$ cat src/rtl/wb_arbiter_if.sv
// Writeback arbiter bus: per-source valid/ready result handshakes plus the
// single register-file write port driven by the arbiter.
`ifndef LEN_PREG_ADDR
`define LEN_PREG_ADDR 7
`endif
`ifndef LEN_WORD
`define LEN_WORD 32
`endif

interface wb_arbiter_if #(
  parameter int NUM_SRC = 3,
  parameter int AW      = `LEN_PREG_ADDR,
  parameter int DW      = `LEN_WORD
);
  logic [NUM_SRC-1:0]    i_valid;
  logic [NUM_SRC-1:0]    o_ready;
  logic [NUM_SRC*AW-1:0] i_addr;
  logic [NUM_SRC*DW-1:0] i_data;
  logic [AW-1:0]         o_ard;
  logic [DW-1:0]         o_drd;
  logic                  o_wb;
  logic [NUM_SRC-1:0]    o_grant;

  // Execution-unit side: presents results, sees the register write port.
  modport master (
    output i_valid, i_addr, i_data,
    input  o_ready, o_ard, o_drd, o_wb, o_grant
  );

  // Arbiter side.
  modport slave (
    input  i_valid, i_addr, i_data,
    output o_ready, o_ard, o_drd, o_wb, o_grant
  );
endinterface

$ cat src/rtl/wb_arbiter.sv
// Writeback arbiter: buffers results from NUM_SRC units in per-source FIFOs and
// issues at most one register-file write per cycle in round-robin order.
`ifndef LEN_PREG_ADDR
`define LEN_PREG_ADDR 7
`endif
`ifndef LEN_WORD
`define LEN_WORD 32
`endif

module wb_arbiter #(
  parameter int NUM_SRC = 3,
  parameter int DEPTH   = 2,
  parameter int AW      = `LEN_PREG_ADDR,
  parameter int DW      = `LEN_WORD
) (
  input logic         clk,
  input logic         rstn,
  wb_arbiter_if.slave bus
);

  localparam int PW = (DEPTH > 1) ? $clog2(DEPTH) : 1;
  localparam int CW = $clog2(DEPTH + 1);
  localparam int SW = (NUM_SRC > 1) ? $clog2(NUM_SRC) : 1;

  logic [AW-1:0]      addr_mem_q [NUM_SRC][DEPTH];
  logic [DW-1:0]      data_mem_q [NUM_SRC][DEPTH];
  logic [PW-1:0]      rd_ptr_q   [NUM_SRC];
  logic [PW-1:0]      wr_ptr_q   [NUM_SRC];
  logic [CW-1:0]      count_q    [NUM_SRC];
  logic [SW-1:0]      rr_ptr_q;
  logic [SW-1:0]      rr_ptr_d;

  logic [NUM_SRC-1:0] ready_s;
  logic [NUM_SRC-1:0] push_s;
  logic [NUM_SRC-1:0] pop_s;
  logic [NUM_SRC-1:0] nonempty_s;
  logic               win_s;
  logic [SW-1:0]      win_idx_s;

  logic [AW-1:0]      ard_q,   ard_d;
  logic [DW-1:0]      drd_q,   drd_d;
  logic               wb_q,    wb_d;
  logic [NUM_SRC-1:0] grant_q, grant_d;

  // Per-source handshake: ready from registered occupancy only; addr 0 completes but is dropped.
  always_comb begin
    ready_s    = {NUM_SRC{1'b0}};
    push_s     = {NUM_SRC{1'b0}};
    nonempty_s = {NUM_SRC{1'b0}};
    for (int s = 0; s < NUM_SRC; s++) begin
      ready_s[s]    = rstn && (count_q[s] < CW'(DEPTH));
      nonempty_s[s] = (count_q[s] != {CW{1'b0}});
      push_s[s]     = bus.i_valid[s] && ready_s[s] &&
                      (bus.i_addr[s*AW +: AW] != {AW{1'b0}});
    end
  end

  // Round-robin search starting at rr_ptr_q, wrapping modulo NUM_SRC.
  always_comb begin
    int cand;
    cand      = 0;
    win_s     = 1'b0;
    win_idx_s = {SW{1'b0}};
    for (int k = 0; k < NUM_SRC; k++) begin
      cand = int'(rr_ptr_q) + k;
      if (cand >= NUM_SRC) begin
        cand = cand - NUM_SRC;
      end else begin
        cand = cand;
      end
      if (!win_s && nonempty_s[SW'(cand)]) begin
        win_s     = 1'b1;
        win_idx_s = SW'(cand);
      end else begin
        win_s     = win_s;
      end
    end
  end

  // Pop the winner's head, advance the pointer past it, and build the next write.
  always_comb begin
    pop_s    = {NUM_SRC{1'b0}};
    rr_ptr_d = rr_ptr_q;
    ard_d    = {AW{1'b0}};
    drd_d    = {DW{1'b0}};
    wb_d     = 1'b0;
    grant_d  = {NUM_SRC{1'b0}};
    if (win_s) begin
      pop_s[win_idx_s]   = 1'b1;
      grant_d[win_idx_s] = 1'b1;
      ard_d              = addr_mem_q[win_idx_s][rd_ptr_q[win_idx_s]];
      drd_d              = data_mem_q[win_idx_s][rd_ptr_q[win_idx_s]];
      wb_d               = 1'b1;
      if (win_idx_s == SW'(NUM_SRC - 1)) begin
        rr_ptr_d = {SW{1'b0}};
      end else begin
        rr_ptr_d = win_idx_s + SW'(1);
      end
    end else begin
      rr_ptr_d = rr_ptr_q;
    end
  end

  // FIFO storage; writes are gated by push_s, which is already low during reset.
  always_ff @(posedge clk) begin
    for (int s = 0; s < NUM_SRC; s++) begin
      if (push_s[s]) begin
        addr_mem_q[s][wr_ptr_q[s]] <= bus.i_addr[s*AW +: AW];
        data_mem_q[s][wr_ptr_q[s]] <= bus.i_data[s*DW +: DW];
      end
    end
  end

  // FIFO pointers/occupancy, round-robin pointer and the registered write port.
  always_ff @(posedge clk) begin
    if (!rstn) begin
      for (int s = 0; s < NUM_SRC; s++) begin
        rd_ptr_q[s] <= {PW{1'b0}};
        wr_ptr_q[s] <= {PW{1'b0}};
        count_q[s]  <= {CW{1'b0}};
      end
      rr_ptr_q <= {SW{1'b0}};
      ard_q    <= {AW{1'b0}};
      drd_q    <= {DW{1'b0}};
      wb_q     <= 1'b0;
      grant_q  <= {NUM_SRC{1'b0}};
    end else begin
      for (int s = 0; s < NUM_SRC; s++) begin
        if (push_s[s]) begin
          wr_ptr_q[s] <= wr_ptr_q[s] + PW'(1);
        end
        if (pop_s[s]) begin
          rd_ptr_q[s] <= rd_ptr_q[s] + PW'(1);
        end
        case ({push_s[s], pop_s[s]})
          2'b10:   count_q[s] <= count_q[s] + CW'(1);
          2'b01:   count_q[s] <= count_q[s] - CW'(1);
          default: count_q[s] <= count_q[s];
        endcase
      end
      rr_ptr_q <= rr_ptr_d;
      ard_q    <= ard_d;
      drd_q    <= drd_d;
      wb_q     <= wb_d;
      grant_q  <= grant_d;
    end
  end

  assign bus.o_ready = ready_s;
  assign bus.o_ard   = ard_q;
  assign bus.o_drd   = drd_q;
  assign bus.o_wb    = wb_q;
  assign bus.o_grant = grant_q;

endmodule

$ cat src/flat_wrapper.sv
// flat-port wrapper written by rule: the top's interface ports become plain ports
module wb_arbiter_flat 
#(
  parameter int NUM_SRC = 3,
  parameter int DEPTH   = 2,
  parameter int AW      = `LEN_PREG_ADDR,
  parameter int DW      = `LEN_WORD
)
  (clk, rstn, bus_i_valid, bus_i_addr, bus_i_data, bus_o_ready, bus_o_ard, bus_o_drd, bus_o_wb, bus_o_grant);
  wb_arbiter_if #(.NUM_SRC(NUM_SRC), .AW(AW), .DW(DW)) bus_i ();
  input logic clk;
  input logic rstn;
  input wire logic [$bits(bus_i.i_valid)-1:0] bus_i_valid;
  input wire logic [$bits(bus_i.i_addr)-1:0] bus_i_addr;
  input wire logic [$bits(bus_i.i_data)-1:0] bus_i_data;
  output wire logic [$bits(bus_i.o_ready)-1:0] bus_o_ready;
  output wire logic [$bits(bus_i.o_ard)-1:0] bus_o_ard;
  output wire logic [$bits(bus_i.o_drd)-1:0] bus_o_drd;
  output wire logic [$bits(bus_i.o_wb)-1:0] bus_o_wb;
  output wire logic [$bits(bus_i.o_grant)-1:0] bus_o_grant;
  assign bus_i.i_valid = bus_i_valid;
  assign bus_i.i_addr = bus_i_addr;
  assign bus_i.i_data = bus_i_data;
  assign bus_o_ready = bus_i.o_ready;
  assign bus_o_ard = bus_i.o_ard;
  assign bus_o_drd = bus_i.o_drd;
  assign bus_o_wb = bus_i.o_wb;
  assign bus_o_grant = bus_i.o_grant;
  wb_arbiter #(.NUM_SRC(NUM_SRC), .DEPTH(DEPTH), .AW(AW), .DW(DW)) u_core (.clk(clk), .rstn(rstn), .bus(bus_i));
endmodule
$ cat config.mk
export PLATFORM = sky130hd
export DESIGN_NAME = wb_arbiter_flat
export DESIGN_NICKNAME = d
export VERILOG_FILES = /design/src/rtl/wb_arbiter_if.sv /design/src/rtl/wb_arbiter.sv /design/src/flat_wrapper.sv
export SDC_FILE = /design/constraint.sdc
export NUM_CORES = 1
export LEC_CHECK = 0
export ABC_AREA = 1
export CAP_MARGIN = 10
export CORE_ASPECT_RATIO = 0.8
export CORE_UTILIZATION = 49
export DETAILED_ROUTE_END_ITERATION = 6
export GPL_TIMING_DRIVEN = 1
export PLACE_DENSITY = 0.76
export REMOVE_ABC_BUFFERS = 1
export SKIP_CTS_REPAIR_TIMING = 1
export SLEW_MARGIN = 20
export SYNTH_ARGS = -nofsm -noshare
export SYNTH_HDL_FRONTEND = slang
export SYNTH_SLANG_ARGS = --single-unit
$ cat constraint.sdc
create_clock -name clk -period 3.2 [get_ports clk]
set_input_delay 0.64 -clock clk [delete_from_list [all_inputs] [get_ports clk]]
set_output_delay 0.64 -clock clk [all_outputs]
set_load 0.02 [all_outputs]
## Word level (Yosys, flattened, before mapping)

Memory sizes are Yosys's and may differ from the RTL's.
Cells that the tools add are included.

| cells by class | value |
|---|---|
| add/sub/neg operators | 18 |
| magnitude comparators | 18 |
| equal/unequal tests | 7 |
| muxes and demuxes | 108 |
| bitwise operators | 19 |
| reductions and logical operators | 27 |

Operator list:

| kind | count |
|---|---|
| 2-to-1 mux 32 bit | 6 |
| 2-to-1 mux 64 bit | 3 |
| demux 32 bit (select 1 bit) | 3 |
| 2-to-1 mux 1 bit | 63 |
| 2-to-1 mux 14 bit | 3 |
| 2-to-1 mux 7 bit | 6 |
| 2-to-1 mux 2 bit | 16 |
| demux 7 bit (select 1 bit) | 3 |
| nonzero test 7 bit | 3 |
| logical AND 1 bit | 15 |
| bitwise OR 1 bit | 15 |
| < comparator 2 x 4 -> 1 bit, second input constant | 3 |
| >= comparator 2 bit, second input constant | 5 |
| subtractor 2 x 1 -> 2 bit, second input constant | 5 |
| adder 2 x 1 -> 2 bit, second input constant | 4 |
| == test 2 bit, second input constant | 4 |
| inverter 1 -> 2 bit | 4 |
| adder 1 bit, second input constant | 6 |
| binary-select mux 1 bit (select 2 bit) | 3 |
| == test 2 x 1 -> 1 bit, second input constant | 3 |
| >= comparator 3 x 2 -> 1 bit, second input constant | 2 |
| < comparator 2 x 1 -> 1 bit, second input constant | 3 |
| < comparator 2 bit, second input constant | 3 |
| nonzero test 2 bit | 3 |
| other kinds (10) | 13 |

| word-level totals | value |
|---|---|
| register bits after elaboration | 45 |
| RAM bits | 246 |
| bits of input ports | 122 |
| output and inout bits | 46 |
| logic and storage cells | 207 |
| memories | 5 |

Memory list:

| memory | words | bits a word | rd ports | clocked after memory_dff | wr ports | line | text |
|---|---|---|---|---|---|---|---|
| u_core.data_mem_q | 3 | 64 | 1 | 0 | 3 | wb_arbiter.sv:26 | `logic [DW-1:0] data_mem_q [NUM_SRC][DEPTH];` |
| u_core.addr_mem_q | 3 | 14 | 1 | 0 | 3 | wb_arbiter.sv:25 | `logic [AW-1:0] addr_mem_q [NUM_SRC][DEPTH];` |
| u_core.count_q | 3 | 2 | 3 | 0 | 3 | wb_arbiter.sv:29 | `logic [CW-1:0] count_q [NUM_SRC];` |
| u_core.rd_ptr_q | 3 | 1 | 4 | 0 | 3 | wb_arbiter.sv:27 | `logic [PW-1:0] rd_ptr_q [NUM_SRC];` |
| u_core.wr_ptr_q | 3 | 1 | 3 | 0 | 3 | wb_arbiter.sv:28 | `logic [PW-1:0] wr_ptr_q [NUM_SRC];` |

## Longest topological paths before layout

Gate-level depths: netlist (run 1).

| logic depth | value |
|---|---|
| word-level depth | 24 |
| mapped depth | 18 |
| gate-level depth less buffers | 17 |

## Least setup slack after synthesis (run 1)

OpenSTA, ideal clock, no wires.

| timing | value |
|---|---|
| path kind | input port to flip-flop |
| start | input port rstn |
| end | memory u_core.addr_mem_q[0][0] in the netlist's numbering (enable) |
| setup time | 435 ps |
| arrival | 2969 ps |
| data required time | 2765 ps |
| path slack | -204 ps |
| stages on the path | 5 |
| cells stage by stage | inv_1 -> nor2_1 -> nand2_1 -> a21o_1 -> nor2_1 |

RTL lines:

| what | line | text |
|---|---|---|
| from (decl) | flat_wrapper.sv:12 | `input logic rstn;` |
| to (decl) | wb_arbiter.sv:25 |  |

## Worst setup path in the final report (run 1)

| timing | value |
|---|---|
| start | register u_core.rr_ptr_q[0] |
| end | register u_core.drd_q[9], in the netlist u_core.bus.o_drd[9] |

| between the ends | value |
|---|---|
| cells in the longest elaborated chain, start to end | 17 |

RTL lines:

| what | line | text |
|---|---|---|
| from (decl) | wb_arbiter.sv:30 | `logic [SW-1:0] rr_ptr_q;` |
| from (signal assigned) | wb_arbiter.sv:122 | `rr_ptr_q <= {SW{1'b0}};` |
| from (signal assigned) | wb_arbiter.sv:141 | `rr_ptr_q <= rr_ptr_d;` |
| branches (longest 17 deep; another with adder 2 x 1 -> 3 bit) | n/a |  |
| to (signal assigned) | wb_arbiter.sv:124 | `drd_q <= {DW{1'b0}};` |
| to (signal assigned) | wb_arbiter.sv:143 | `drd_q <= drd_d;` |
| to (decl) | wb_arbiter.sv:41 | `logic [DW-1:0] drd_q, drd_d;` |

Several ways; the timed one is not identified. The select of a mux whose other input is x is not followed.
A chain may end at the register's enable or synchronous reset.

==> results of run 1 <==
how the worst min path moves through the flow:
stage	start	to	cells after the start
6_report	u_core.rr_ptr_q[1]	u_core.rr_ptr_q[1]	2
5_1_grt	u_core.rr_ptr_q[1]	u_core.rr_ptr_q[1]	2
4_1_cts	u_core.rr_ptr_q[1]	u_core.rr_ptr_q[1]	2
3_5_place_dp	u_core.rr_ptr_q[1]	u_core.rr_ptr_q[1]	2
3_3_place_gp	u_core.rr_ptr_q[1]	u_core.rr_ptr_q[1]	2
2_1_floorplan	u_core.rr_ptr_q[1]	u_core.rr_ptr_q[1]	2
cell families after synthesis:
group                    after synthesis
adder cells (fa/ha/maj)               10
AND/OR/NAND/NOR                      607
flip-flops                           291
buffers and inverters                118
AO/OA/AOI/OAI                         14
stage by stage:
step                power (W)  cells  util [%]  cell area, um^2
floorplan             0.00982    995         -            11300
global route           0.0171   1546      64.1            14600
global placement       0.0127   1496      60.3            13800
detailed placement     0.0129   1496      60.3            13800
finish                 0.0160   1547      64.1            14600
CTS                    0.0160   1545      64.0            14600
layer usage:
layer	global-route usage (%)	vias up
met2	37.6	439
met4	6.93	2
met1	32.5	3834
li1	-	3831
met3	4.32	60
met5	0	-
sequential cells by signal, indices dropped and copies added, names as in the netlist, 3 cells and up:
name / count
u_core.data_mem_q: 192
u_core.wr_ptr_q: 3
u_core.bus.o_drd: 32
u_core.rd_ptr_q: 3
u_core.count_q: 6
u_core.bus.o_grant: 3
u_core.bus.o_ard: 7
u_core.addr_mem_q: 42
synthesized netlist by cell type, types with 2 or more instances:
| cell | number | share of area [%] |
|---|---|---|
| nand2_1 | 265 | 8.6 |
| edfxtp_1 | 246 | 64 |
| nor2_1 | 186 | 6.0 |
| nand3_1 | 131 | 5.7 |
| inv_1 | 70 | 2.3 |
| dfxtp_1 | 45 | 7.8 |
| buf_2 | 13 | 0.56 |
| clkbuf_1 | 12 | 0.39 |
| buf_4 | 11 | 0.71 |
| ha_1 | 10 | 1.1 |
| buf_6 | 7 | 0.68 |
| o21ai_0 | 7 | 0.30 |
| a21oi_1 | 5 | 0.22 |
| nor4_1 | 5 | 0.27 |
| nand2_2 | 4 | 0.22 |
| nor3_1 | 4 | 0.17 |
| inv_2 | 3 | 0.097 |
| nand3b_1 | 3 | 0.19 |
| and3_1 | 2 | 0.11 |
| buf_1 | 2 | 0.065 |
| nand2_4 | 2 | 0.19 |
| nand3_2 | 2 | 0.17 |
placed cells by master, fill, tap and decap left out, drive strengths merged, types with 2 or more instances in the layout:
master	netlist	routed
nand2	271	271
edfxtp	246	246
nor2	188	188
clkdlybuf4s50	0	167
nand3	134	134
inv	73	74
dfxtp	45	45
clkbuf	12	39
buf	33	28
ha	10	10
clkinv	0	8
o21ai	7	7
a21oi	5	5
nor4	5	5
nor3	4	4
nand3b	3	3
diode	0	2
and3	2	2
area by class of cell:
type	count	area [um^2]
flip-flops and latches	291	8290
fillers	1707	8190
multi-input cells	631	2790
repair buffers	195	2020
clock buffers	39	771
well taps	306	383
inverters	73	274
clock inverters	10	81.3
diodes	2	5.00
power groups by stage:
stage                     combinational [W]  sequential (W)  clock, W
after floorplan                     0.00461         0.00522         0
after global placement              0.00775         0.00498         0
after detailed placement            0.00794         0.00499         0
after CTS                           0.00800         0.00492   0.00312
after global routing                0.00890         0.00496   0.00328
final                               0.00802         0.00491   0.00309
critical path: stages (launching register included):
cell,delay [ns]
dfxtp_1,0.36
inv_1,0.07
ha_1,0.34
inv_1,0.16
nand2_1,0.10
nand3_1,0.07
nand2_1,0.07
nor2_2,0.14
nand3_1,0.10
nand2_2,0.12
buf_4,0.30
nand3b_1,0.21
nand3_4,0.25
buf_4,0.29
nand2_1,0.08
nand2_1,0.07
nor2_1,0.04
==> key figures, run 1 <==
Critical path
  • FF-to-FF Start: u_core.rr_ptr_q[0]
  • Worst R2R End: u_core.bus.o_drd[9]
  • Crit path to: u_core.bus.o_drd[9]
  • Crit. Startpoint: u_core.rr_ptr_q[0]
  • Worst setup EP type: register
  • CP Data Arrival Time: between 3 and 4 ns
  • Nature of the critical path startpoint: register
  • Worst Setup Path Type: register to register
  • Critical Path RT: between 3 and 4 ns
  • R2R cell count: 16
  • R2R Setup Slk: between 0.3 and 0.4 ns
  • Crit path max fanout: 21

Yosys
  • Adder and majority gate portion of the synthesized area: 1.08%
  • Async SR Flop Fraction: 0%
  • Ys flop type: edfxtp_1
  • Post-synthesis cell type count: 27
  • Post-Syn Area: roughly 12000 um^2
  • Post-synthesis mux area share: 0%
  • Sequential-to-total area share from yosys stat: 71.6%
  • Syn_area_per_cell: about 11 um^2
  • Ys Warns: 0
  • #FFs+latches synth: 291
  • Number of synthesized flops with an enable pin: 246
  • Largest family of logic cells by synthesized area: simple AND/OR/NAND/NOR gates
  • Synth Area in Compound Gates: less than 1%
  • XOR/XNOR Fraction of Synth Area: 0%
  • Cell count after synthesis: approximately 1000
  • Simple-gate share of the synthesized area: between 20% and 30%

Route
  • Drt drc: 0
  • Final ANT Viol Nets: 0
  • Met2 wire len: between 10000 and 15000 um
  • WL met3: approximately 2700 um
  • DR WL/cell: ~18 um
  • Routed vias: 8166
  • Top Metal Used: met5
  • Total Wirelength: 28400 um
  • Met1 wire length: around 12000 um
  • Initial DRC count: slightly above 800
  • DR pass1 iterations: 5
  • Vias per cell: about 5.3

Finish
  • Area growth, synth to finish: 26.2%
  • Layout cell share with drive strength beyond 1: 7.34%
  • Nets: roughly 1400

Worst hold path
  • Min-Delay Path Class: register to register

CTS
  • Clk Latency, worst-skew pair: roughly 0.53 ns
  • Clock Path Buffers: 3
  • Total CTS buffers: 27
  • Root Driver: clkbuf_16
  • Sinks on Clock Net: between 200 and 300
  • TritonCTS clock tree: built
  • H-tree depth: 1
  • CTS clock-pin slew for the worst setup and hold paths: about 0.070 ns

Power and ir drop
  • Seq pwr share: a little over 30%
  • Net Switching: 0.00684 W
  • P_leak: 5.74 nW
  • PwrDens: 1100 nW/um^2
  • P_int: roughly 0.009 W
  • Peak VDD IR: just under 0.0007 V
  • Clock power frac: slightly below 20%
  • Sw Ratio: between 40% and 50%
  • Logic pwr share: 50.0%

Timing
  • Pins Over Slew Limit: 0
  • Clock skew: roughly 0.012 ns
  • Hold Vio Cnt, Final: 0
  • Setup TNS: 0 ns
  • Setup Viol. Count Final: 0
  • Worst hold slack: approximately 0.5 ns
  • Final period utilization: between 90% and 100%
  • Setup slack after layout: 0.306 ns
  • RSZ-0062 raised after global routing: no
  • Actual slew at the worst max-slew pin: between 0.5 and 0.6 ns
  • Tmin final: between 2 and 3 ns
  • F_max: 0.346 GHz
  • Rel. slew slack: 65.2%

Placed design
  • Pre-CTS setup slack: 0.341 ns
  • RePlAce Congestion: between 0.8 and 0.9
  • Detailed-placement wirelength estimate: 17800 um
  • # port buffers: around 170

Floorplanning
  • Initial Util: between 50% and 60%
  • Die width: 174 um
  • Top-Level Pins: around 170
  • Rows: slightly below 50
  • Die Area: 24300 um^2
  • Die Height: roughly 140 um
  • Core Area: 22800 um^2

Run
  • Number of max-cap violations: 0

Global routing
  • Antenna violations before repair: 3
  • Overflow after GRT: 0
  • First-pass GRT wire length: about 43000 um
  • Vias in the first global route: around 8000
  • Largest net degree at the start of global routing: 65
  • GRT Total Usage: a little under a quarter

Status
  • Status: finished, final reports clean
Note: power is estimated with default switching activity, not from simulation.
==> run 2, diff against run 1 <==
Settings changed: CORE_UTILIZATION 49 to 51, CTS_BUF_LIST from default to sky130_fd_sc_hd__clkbuf_4, PLACE_DENSITY 0.76 to 0.79.
==> key figures, run 2 (synthesized netlist as in run 1, its figures left out) <==
Status
  • Status: finished, final reports clean

Power and ir drop
  • P_leak: 5.87 nW (+2.3%)
  • Peak VDD IR: 0.000652 V (-4.1%)
  • Power Total: 0.0159 W (-0.98%)
  • PwrDens: 1080 nW/um^2 (-1.0%)

Timing
  • Setup TNS: 0 ns (unchanged)
  • RSZ-0062 raised after global routing: no
  • F_max: 0.341 GHz (-1.4%)
  • Tmin final: 2.94 ns (+0.0413 ns)
  • Hold Vio Cnt, Final: 0 (unchanged)
  • Setup slack after layout: 0.265 ns (-0.0413 ns)
  • Clock skew: 0.0398 ns (+0.0276 ns)
  • Setup Viol. Count Final: 0 (unchanged)
  • Pins Over Slew Limit: 0 (unchanged)
  • Actual slew at the worst max-slew pin: 0.545 ns (+0.0219 ns)
  • Rel. slew slack: 63.7% (-1.5 points)
  • Final period utilization: 91.7% (+1.3 points)

Placed design
  • # port buffers: 167 (unchanged)
  • RePlAce Congestion: 0.835 (-2.3%)
  • Detailed-placement wirelength estimate: 17500 um (-2.2%)
  • Pre-CTS setup slack: 0.250 ns (-0.0908 ns)

Floorplanning
  • Rows: 48 (-2.0%)
  • Die Area: 23300 um^2 (-3.9%)
  • Top-Level Pins: 168 (unchanged)
  • Initial Util: 52.8% (+2.1 points)
  • Die Height: 137 um (-2.0%)
  • Die width: 170 um (-2.0%)
  • Core Area: 21900 um^2 (-3.9%)

Critical path
  • Critical Path RT: 3.52 ns (-0.10 ns)
  • CP Data Arrival Time: 3.26 ns (-0.06 ns)
  • Slowest stage cell, crit path: dfxtp_1
  • Worst Setup Path Type: register to register
  • R2R cell count: 13 (-3)
  • Crit path max fanout: 16 (-24%)
  • Worst setup EP type: register
  • Crit path cell chain: inv_1 > ha_1 > inv_1 > nand2_1 > nand3_1 > nand2_1 > nor2_2 > nand3_1 > nand2_4 > nand2_1 > nor2_1 > ha_1 > o21ai_0
  • Worst path max stage delay: 0.35 ns (about the same)
  • Worst path top cell family by delay: simple AND/OR/NAND/NOR gates
  • Stages on worst setup path: 13 (-3)
  • Most used cell, CP: nand2_1
  • Bufs and invs on worst path: 2 (-2)
  • Nature of the critical path startpoint: register

Finish
  • Area occupied by registers: 8290 um^2 (unchanged)
  • Nets: 1397 (+3.4%)
  • # fillers: 1590 (-6.9%)
  • Most frequent cells in the layout: nand2_1 (264), edfxtp_1 (246), nor2_1 (179)
  • Area of the multi-input gates: 2800 um^2 (+0.18%)
  • Area growth, synth to finish: 26.3% (about the same)
  • Commonest non-fill, non-tap cell in the layout: nand2_1
  • Layout cell share with drive strength beyond 1: 12.7% (+5.4 points)
  • N_diodes: 0 (-2)
  • Max reg flops: 192 (unchanged)

Global routing
  • Overflow after GRT: 0 (unchanged)
  • GRT Total Usage: 24.5% (+1.2 points)
  • Antenna violations before repair: 0 (-3)
  • Vias in the first global route: 8103 (+1.8%)
  • First-pass GRT wire length: 42200 um (-2.6%)
  • Largest net degree at the start of global routing: 79 (+22%)

CTS
  • Clk Latency, worst-skew pair: 0.66 ns (+0.13 ns)
  • H-tree depth: 3 (+2)
  • Total CTS buffers: 71 (+160%)
  • TritonCTS clock tree: built
  • CTS clock-pin slew for the worst setup and hold paths: 0.07 ns (about the same)
  • Root Driver: clkbuf_4
  • Sinks on Clock Net: 291 (unchanged)
  • Clock Path Buffers: 3 (unchanged)

Route
  • DR WL/cell: 17.2 um (-6.6%)
  • Met2 wire len: 12900 um (-1.2%)
  • Routed vias: 8426 (+3.2%)
  • Met1 wire length: 11600 um (-2.9%)
  • WL met3: 2710 um (+0.15%)
  • Initial DRC count: 795 (-1.5%)
  • Vias per cell: 5.20 (-1.5%)
  • Top Metal Used: met4
  • Drt drc: 0 (unchanged)
  • DR pass1 iterations: 6 (+1)
  • Total Wirelength: 27800 um (-2.2%)
  • Final ANT Viol Nets: 0 (unchanged)

Run
  • Number of max-cap violations: 0 (unchanged)

Worst hold path
  • Min-Delay Path Class: register to register
  • Worst Hold Depth: 2 (unchanged)
-- run 2: cell types whose count changed in the layout (fill, tap and decap cells not counted), sizes merged --
cell / before / now
clkbuf: 39 / 111
clkinv: 8 / 15
buf: 28 / 30
diode: 2 / 0
inv: 74 / 75
-- run 2: layout make-up --
| cell class | instances | share of cell area [%] |
|---|---|---|
| clock buffer | 111 | 5.70 |
| clock inverter | 18 | 0.659 |
| inverter | 73 | 1.87 |
| multi-input combinational | 631 | 19.1 |
| sequential | 291 | 56.7 |
| tap | 300 | 2.57 |
| timing repair buffer | 197 | 13.4 |
-- run 2: final timing paths --
path	startpoint	to	slack (ns)
hold / removal	u_core.rr_ptr_q[1]	u_core.rr_ptr_q[1]	0.51
setup reg to reg	u_core.rr_ptr_q[0]	u_core.count_q[2][1]	0.26
setup / recovery	u_core.rr_ptr_q[0]	u_core.count_q[2][1]	0.26
hold reg to reg	u_core.rr_ptr_q[1]	u_core.rr_ptr_q[1]	0.51
-- run 2: per-layer routing --
layer / vias to the layer above / track usage [%]
met4: 0 / 9.21
met3: 54 / 5.70
met5: - / 0
li1: 3965 / -
met2: 474 / 39.9
met1: 3933 / 32.2
-- run 2: report_power, final --
part           leakage, nW  switching (W)  internal [W]  total (W)
combinational         2.68        0.00526       0.00260    0.00787
sequential            2.63       0.000184       0.00474    0.00492
clock                0.562        0.00142       0.00166    0.00308
-- run 2: worst reg2reg max path, delay by kind of cell (launching register included) --
kind	cells	cell delay, ns
DFF	1	0.35
and+or+nand+nor	8	1.09
buffers and inverters	2	0.22
AOI/OAI and AO/OA	1	0.31
adders and majority gates	2	0.62
-- run 2: stage by stage --
stage / std cells / hold WS (ns) / utilization (%) / area [um^2]
5_1_grt: 1621 / 0.513 / 66.7 / 14600
4_1_cts: 1621 / 0.512 / 66.7 / 14600
3_3_place_gp: 1492 / 0.493 / 62.4 / 13700
6_report: 1621 / 0.508 / 66.7 / 14600
3_5_place_dp: 1492 / 0.505 / 62.4 / 13700
2_1_floorplan: 995 / 0.476 / - / 11300
